--- src/rtl/loop_sweep_pkg.sv ---
// Shared types and default sizing for the loop stimulus sweeper.
package loop_sweep_pkg;

    localparam int IN_W_DEF       = 8;
    localparam int OBS_W_DEF      = 14;
    localparam int SETTLE_CYC_DEF = 4;
    localparam int HOLD_CYC_DEF   = 8;

    typedef enum logic [2:0] {
        ST_IDLE    = 3'd0,
        ST_SETTLE  = 3'd1,
        ST_OBSERVE = 3'd2,
        ST_RECORD  = 3'd3,
        ST_DONE    = 3'd4
    } sweep_state_t;

    typedef struct packed {
        logic [IN_W_DEF-1:0] pat;
        logic                unstable;
        logic                mismatch;
    } sweep_result_t;

endpackage

--- src/rtl/obs_stability_window.sv ---
// Captures a baseline of the observed nets and flags any later deviation
// from it until the next clear.
module obs_stability_window #(
    parameter int OBS_W = 14
) (
    input  logic             clk,
    input  logic             rst,
    input  logic             clear,
    input  logic             sample,
    input  logic [OBS_W-1:0] obs,
    output logic             unstable
);

    logic [OBS_W-1:0] base_q, base_d;
    logic             unst_q, unst_d;
    logic             diff_s;

    // Compare written as if/else so an unknown bit falls into the "changed" branch.
    always_comb begin
        if (obs == base_q) begin
            diff_s = 1'b0;
        end else begin
            diff_s = 1'b1;
        end
    end

    // Baseline capture on clear, sticky accumulation on sample.
    always_comb begin
        base_d = base_q;
        unst_d = unst_q;
        if (clear) begin
            base_d = obs;
            unst_d = 1'b0;
        end else if (sample) begin
            unst_d = unst_q | diff_s;
        end else begin
            unst_d = unst_q;
        end
    end

    // Window state registers.
    always_ff @(posedge clk) begin
        if (rst) begin
            base_q <= {OBS_W{1'b0}};
            unst_q <= 1'b0;
        end else begin
            base_q <= base_d;
            unst_q <= unst_d;
        end
    end

    assign unstable = unst_q;

endmodule

--- src/rtl/loop_stim_sweeper.sv ---
// Sweeps all input patterns of the loop netlist, measures stability of its
// internal nets per pattern and scores the result against its own prediction.
module loop_stim_sweeper
    import loop_sweep_pkg::*;
#(
    parameter int IN_W       = IN_W_DEF,
    parameter int OBS_W      = OBS_W_DEF,
    parameter int SETTLE_CYC = SETTLE_CYC_DEF,
    parameter int HOLD_CYC   = HOLD_CYC_DEF
) (
    input  logic            clk,
    input  logic            rst,
    input  logic            start,
    output logic [IN_W-1:0] stim,
    input  logic [OBS_W-1:0] obs,
    input  logic            osc_pred,
    output logic            busy,
    output logic            done,
    output logic            res_valid,
    output logic [IN_W-1:0] res_pat,
    output logic            res_unstable,
    output logic            res_mismatch,
    output logic [IN_W:0]   osc_cnt,
    output logic [IN_W:0]   mism_cnt,
    output logic [IN_W-1:0] first_osc_pat,
    output logic            first_osc_vld
);

    localparam int PH_MAX = (SETTLE_CYC > HOLD_CYC) ? SETTLE_CYC : HOLD_CYC;
    localparam int PH_W   = $clog2(PH_MAX + 1);
    localparam logic [PH_W-1:0] SETTLE_LAST = PH_W'(SETTLE_CYC - 1);
    localparam logic [PH_W-1:0] HOLD_LAST   = PH_W'(HOLD_CYC - 1);
    localparam logic [PH_W-1:0] PH_ONE      = {{(PH_W-1){1'b0}}, 1'b1};
    localparam logic [IN_W-1:0] PAT_ONE     = {{(IN_W-1){1'b0}}, 1'b1};
    localparam logic [IN_W-1:0] PAT_LAST    = {IN_W{1'b1}};

    sweep_state_t    state_q, state_d;
    logic [PH_W-1:0] phase_q, phase_d;
    logic [IN_W-1:0] pat_q, pat_d;
    logic            busy_q, busy_d, done_q, done_d, pred_q, pred_d;
    logic            rv_q, rv_d, runst_q, runst_d, rmism_q, rmism_d;
    logic [IN_W-1:0] rpat_q, rpat_d, fpat_q, fpat_d;
    logic            fvld_q, fvld_d;
    logic [IN_W:0]   osc_q, osc_d, mism_q, mism_d;
    logic            win_clear_s, win_sample_s, win_unstable_s, mism_s;

    obs_stability_window #(.OBS_W(OBS_W)) u_window (
        .clk      (clk),
        .rst      (rst),
        .clear    (win_clear_s),
        .sample   (win_sample_s),
        .obs      (obs),
        .unstable (win_unstable_s)
    );

    // The first observe cycle takes the baseline; the rest accumulate deviations.
    always_comb begin
        win_clear_s  = 1'b0;
        win_sample_s = 1'b0;
        if (state_q == ST_OBSERVE) begin
            win_clear_s  = (phase_q == {PH_W{1'b0}});
            win_sample_s = (phase_q != {PH_W{1'b0}});
        end else begin
            win_clear_s  = 1'b0;
            win_sample_s = 1'b0;
        end
    end

    assign mism_s = win_unstable_s ^ pred_q;

    // Sweep sequencing, result formatting and statistics.
    always_comb begin
        state_d = state_q;
        phase_d = phase_q;
        pat_d   = pat_q;
        busy_d  = busy_q;
        done_d  = done_q;
        pred_d  = pred_q;
        rv_d    = 1'b0;
        rpat_d  = rpat_q;
        runst_d = runst_q;
        rmism_d = rmism_q;
        osc_d   = osc_q;
        mism_d  = mism_q;
        fpat_d  = fpat_q;
        fvld_d  = fvld_q;
        case (state_q)
            ST_IDLE, ST_DONE: begin
                if (start) begin
                    state_d = ST_SETTLE;
                    phase_d = {PH_W{1'b0}};
                    pat_d   = {IN_W{1'b0}};
                    busy_d  = 1'b1;
                    done_d  = 1'b0;
                    osc_d   = {(IN_W+1){1'b0}};
                    mism_d  = {(IN_W+1){1'b0}};
                    fpat_d  = {IN_W{1'b0}};
                    fvld_d  = 1'b0;
                end else begin
                    state_d = state_q;
                end
            end
            ST_SETTLE: begin
                if (phase_q == SETTLE_LAST) begin
                    state_d = ST_OBSERVE;
                    phase_d = {PH_W{1'b0}};
                end else begin
                    phase_d = phase_q + PH_ONE;
                end
            end
            ST_OBSERVE: begin
                if (phase_q == HOLD_LAST) begin
                    state_d = ST_RECORD;
                    phase_d = {PH_W{1'b0}};
                    pred_d  = osc_pred;
                end else begin
                    phase_d = phase_q + PH_ONE;
                end
            end
            ST_RECORD: begin
                rv_d    = 1'b1;
                rpat_d  = pat_q;
                runst_d = win_unstable_s;
                rmism_d = mism_s;
                osc_d   = osc_q + {{IN_W{1'b0}}, win_unstable_s};
                mism_d  = mism_q + {{IN_W{1'b0}}, mism_s};
                if (win_unstable_s && !fvld_q) begin
                    fpat_d = pat_q;
                    fvld_d = 1'b1;
                end else begin
                    fvld_d = fvld_q;
                end
                if (pat_q == PAT_LAST) begin
                    state_d = ST_DONE;
                    busy_d  = 1'b0;
                    done_d  = 1'b1;
                end else begin
                    state_d = ST_SETTLE;
                    pat_d   = pat_q + PAT_ONE;
                end
            end
            default: begin
                state_d = ST_IDLE;
                busy_d  = 1'b0;
                done_d  = 1'b0;
            end
        endcase
    end

    // State and output registers; reset discards any partial sweep.
    always_ff @(posedge clk) begin
        if (rst) begin
            state_q <= ST_IDLE;
            phase_q <= {PH_W{1'b0}};
            pat_q   <= {IN_W{1'b0}};
            busy_q  <= 1'b0;
            done_q  <= 1'b0;
            pred_q  <= 1'b0;
            rv_q    <= 1'b0;
            rpat_q  <= {IN_W{1'b0}};
            runst_q <= 1'b0;
            rmism_q <= 1'b0;
            osc_q   <= {(IN_W+1){1'b0}};
            mism_q  <= {(IN_W+1){1'b0}};
            fpat_q  <= {IN_W{1'b0}};
            fvld_q  <= 1'b0;
        end else begin
            state_q <= state_d;
            phase_q <= phase_d;
            pat_q   <= pat_d;
            busy_q  <= busy_d;
            done_q  <= done_d;
            pred_q  <= pred_d;
            rv_q    <= rv_d;
            rpat_q  <= rpat_d;
            runst_q <= runst_d;
            rmism_q <= rmism_d;
            osc_q   <= osc_d;
            mism_q  <= mism_d;
            fpat_q  <= fpat_d;
            fvld_q  <= fvld_d;
        end
    end

    assign stim          = pat_q;
    assign busy          = busy_q;
    assign done          = done_q;
    assign res_valid     = rv_q;
    assign res_pat       = rpat_q;
    assign res_unstable  = runst_q;
    assign res_mismatch  = rmism_q;
    assign osc_cnt       = osc_q;
    assign mism_cnt      = mism_q;
    assign first_osc_pat = fpat_q;
    assign first_osc_vld = fvld_q;

endmodule
--- config.mk ---
export PLATFORM = sky130hd
export DESIGN_NAME = loop_stim_sweeper
export DESIGN_NICKNAME = d
export VERILOG_FILES = /design/src/rtl/loop_sweep_pkg.sv /design/src/rtl/obs_stability_window.sv /design/src/rtl/loop_stim_sweeper.sv
export SDC_FILE = /design/constraint.sdc
export NUM_CORES = 1
export LEC_CHECK = 0
export ABC_CLOCK_PERIOD_IN_PS = 2250
export CAP_MARGIN = 20
export CORE_MARGIN = 3
export CORE_UTILIZATION = 45
export CTS_CLUSTER_DIAMETER = 100
export DETAILED_ROUTE_END_ITERATION = 10
export PLACE_DENSITY = 0.78
export RECOVER_POWER = 100
export SYNTH_ARGS = -nofsm -noshare
export SYNTH_HDL_FRONTEND = slang
export SYNTH_SLANG_ARGS = --single-unit
--- constraint.sdc ---
create_clock -name clk -period 2.25 [get_ports clk]
set_input_delay 0.675 -clock clk [delete_from_list [all_inputs] [get_ports clk]]
set_output_delay 0.675 -clock clk [all_outputs]
set_load 0.005 [all_outputs]
==> flow_summary.yaml <==
synth:
  syn_avg_cell_area_um2: 9.25
  synth-seq-area-share_pct: 42.2
  synth_cells: 364
  async_flop_share_pct: 0
  synth_edf_count: 0
  yosys_warnings: 0
  synth_cell_types: 59
  syn-num-nets: 389
  synthFlopType: "dfxtp_1"
  syn_area_mm2: 0.00337
  synth_seq_cells: 71
sta:
  maxSlewHeadroom_pct: 43.8
  finalSetupTns_ps: 0
  period_minus_slack_ps: 2130
  worstMarginPinSlew_ps: 830
  finalCritPeriodShare_pct: 94.4
  timing.final.max_slew_violations: 0
  setup_viol: 0
  max_freq_mhz: 471
  grt_setup_unrepaired: "false"
  hold_viol_final: 0
  skew_ps: 9.25
  setup_ws_ps: 125
clock_tree:
  numCtsBuffers: 9
  post-cts-setup-buffer-count: 0
  cts-root-buf: "clkbuf_8"
  cts_max_level: 3
  cts_tree: "yes"
  cts_sinks: 71
  clk_latency_ps: 350
  holdBufCountCts: 0
  ctsResizeCount: 0
  ctsLongestPathBuffers: 2
  clk_pin_slew_ps: 80
routing:
  top_layer: "met4"
  wl_per_cell_um: 14.4
  met3_length_um: 526
  wl_met1_um: 3420
  wl_um: 7750
  via_per_inst: 5.48
  drc: 0
  drt-initial-drc-count: 236
  vias: 2944
  drtAntennaViolNets: 0
  dr_wl_met2_um: 3750
  first_pass_iters: 5
global_routing:
  grt_max_degree: 63
  grt_pass1_wl_um: 12900
  gr-total-overflow: 0
  grtUsageTotal_pct: 18.6
  grt_pass1_vias: 2795
  antenna_found_initial: 0
power:
  peakVddDrop_mv: 0.478
  cellLeakagePower_uw: 0.00182
  power_per_cell_area_mw_per_mm2: 720
setup_path:
  cp-end-kind: "output port"
  crit_chain: "dlygate4sd3_1"
  critPathSlowestCell: "dlygate4sd3_1"
  critPathRequiredTime_ps: 1570
  worstPathMaxFanout: 7
  rr_endpoint: "state_q[0]"
  cp.buffers_inverters: 1
  crit_start: "stim[0]"
  max_stage_delay_ps: 620
  critPathKind: "flop to output port"
  worst_r2r_startpoint: "state_q[1]"
  r2r.worst_path.cells: 5
  cp_top_family: "buffers and inverters"
  crit_arrival_ps: 1450
  start_kind: "flop"
  r2r_setup_slack_ps: 270
floorplanning:
  initial_core_util_pct: 48.0
  die_h_um: 92.5
  core_mm2: 0.00702
  die_w_um: 92.5
  num_io_pins: 66
  die_area_mm2: 0.00856
  rows: 30
placed_design:
  port_buffers: 65
  place_congestion: 0.836
  place_ws_ps: 13.7
  dp_hpwl_um: 5590
status:
  outcome: "complete, no violations"
layout:
  num_antenna_cells: 0
  final_nets: 461
  mostFrequentLayoutCell: "dfxtp_1"
  area_delta_synth_final_pct: 27.6
  drive_gt1_share_pct: 10.2
  final_cell_mix: "70 x dfxtp_1, 49 x dlygate4sd3_1, 39 x nor2_1, 37 x nand2_1, 33 x a21oi_1"
job:
  drv_cap: 0
min_path:
  holdPathEnd: "res_pat[1]"
  min_path_cells: 2
  min_path_type: "flop to flop"
  min_from: "res_pat[1]"
==> routing by layer <==
metal	up-vias	GRT usage (%)
met2	94	30.7
li1	1465	-
met3	6	6.66
met1	1379	22.9
met5	-	0
met4	0	5.07
==> metrics by stage <==
| stage | instance area (µm²) | hold WS, ps | utilization (%) | std cells | power (µW) |
|---|---|---|---|---|---|
| floorplan | 3370 | 453 | - | 364 | 1970 |
| global placement | 4150 | 447 | 59.1 | 521 | 2150 |
| finish | 4300 | 450 | 61.2 | 537 | 3090 |
| detailed placement | 4150 | 445 | 59.1 | 521 | 2170 |
| CTS | 4350 | 456 | 61.9 | 537 | 3170 |
| global route | 4300 | 476 | 61.2 | 537 | 3270 |
==> synthesized netlist by cell type (2+ instances only) <==
cell      number  area [µm²]
dfxtp_1       71        1420
nor2_1        39         146
nand2_1       37         139
a21oi_1       33         165
mux2i_1       15         150
o211ai_1      15         113
nand3_1       11        55.1
xnor2_1       10        87.6
o21ai_0        9        45.0
xor2_1         9        78.8
nand4_1        8        50.1
buf_2          7        35.0
ha_1           7        87.6
inv_1          7        26.3
clkbuf_1       6        22.5
or3_1          6        37.5
nand3b_1       5        37.5
nor3_1         5        25.0
a22oi_1        4        30.0
buf_6          4        45.0
and2_1         3        18.8
and3_1         3        18.8
mux2_2         3        33.8
nor4_1         3        18.8
o21a_1         3        22.5
o41ai_1        3        26.3
buf_1          2        7.51
buf_4          2        15.0
nand4_4        2        42.5
nor2_2         2        12.5
or4_1          2        15.0
==> state kept, by name (all words and copies together) (netlist names), 3 cells and up <==
register         count
u_window.base_q     14
stim                 8
res_pat              8
state_q              3
osc_cnt              9
phase_q              4
first_osc_pat        8
mism_cnt             9
==> logic make-up (layout without fill, tap and decap cells) <==
kind of cell	after synthesis	after routing	share of synthesized area (%)
fa+ha+maj	7	7	2.60
simple gates	136	136	22.0
flops	71	71	42.2
xor+xnor	20	20	5.76
compound gates	83	83	17.1
mux	19	19	5.79
buf+inv	28	105	4.49
==> worst max path at each step <==
stage / endpoint / cells past startpoint
CTS: first_osc_vld / 1
detailed placement: mism_cnt[7] / 6
finish: stim[0] / 1
floorplan: mism_cnt[8] / 7
global placement: mism_cnt[5] / 6
global route: first_osc_vld / 1
==> where the power goes <==
part / internal [µW] / total [µW] / switching (µW)
sequential: 1330 / 1400 / 72.3
combinational: 289 / 690 / 401
clock: 513 / 999 / 486
==> layout make-up <==
class / instances / area, µm²
timing repair buffer: 82 / 761
clock inverter: 7 / 73.8
inverter: 7 / 26.3
sequential: 71 / 1420
multi-input combinational: 265 / 1770
clock buffer: 9 / 124
fill: 604 / 2720
tap: 96 / 120
Power figures use the tool's default switching activity.
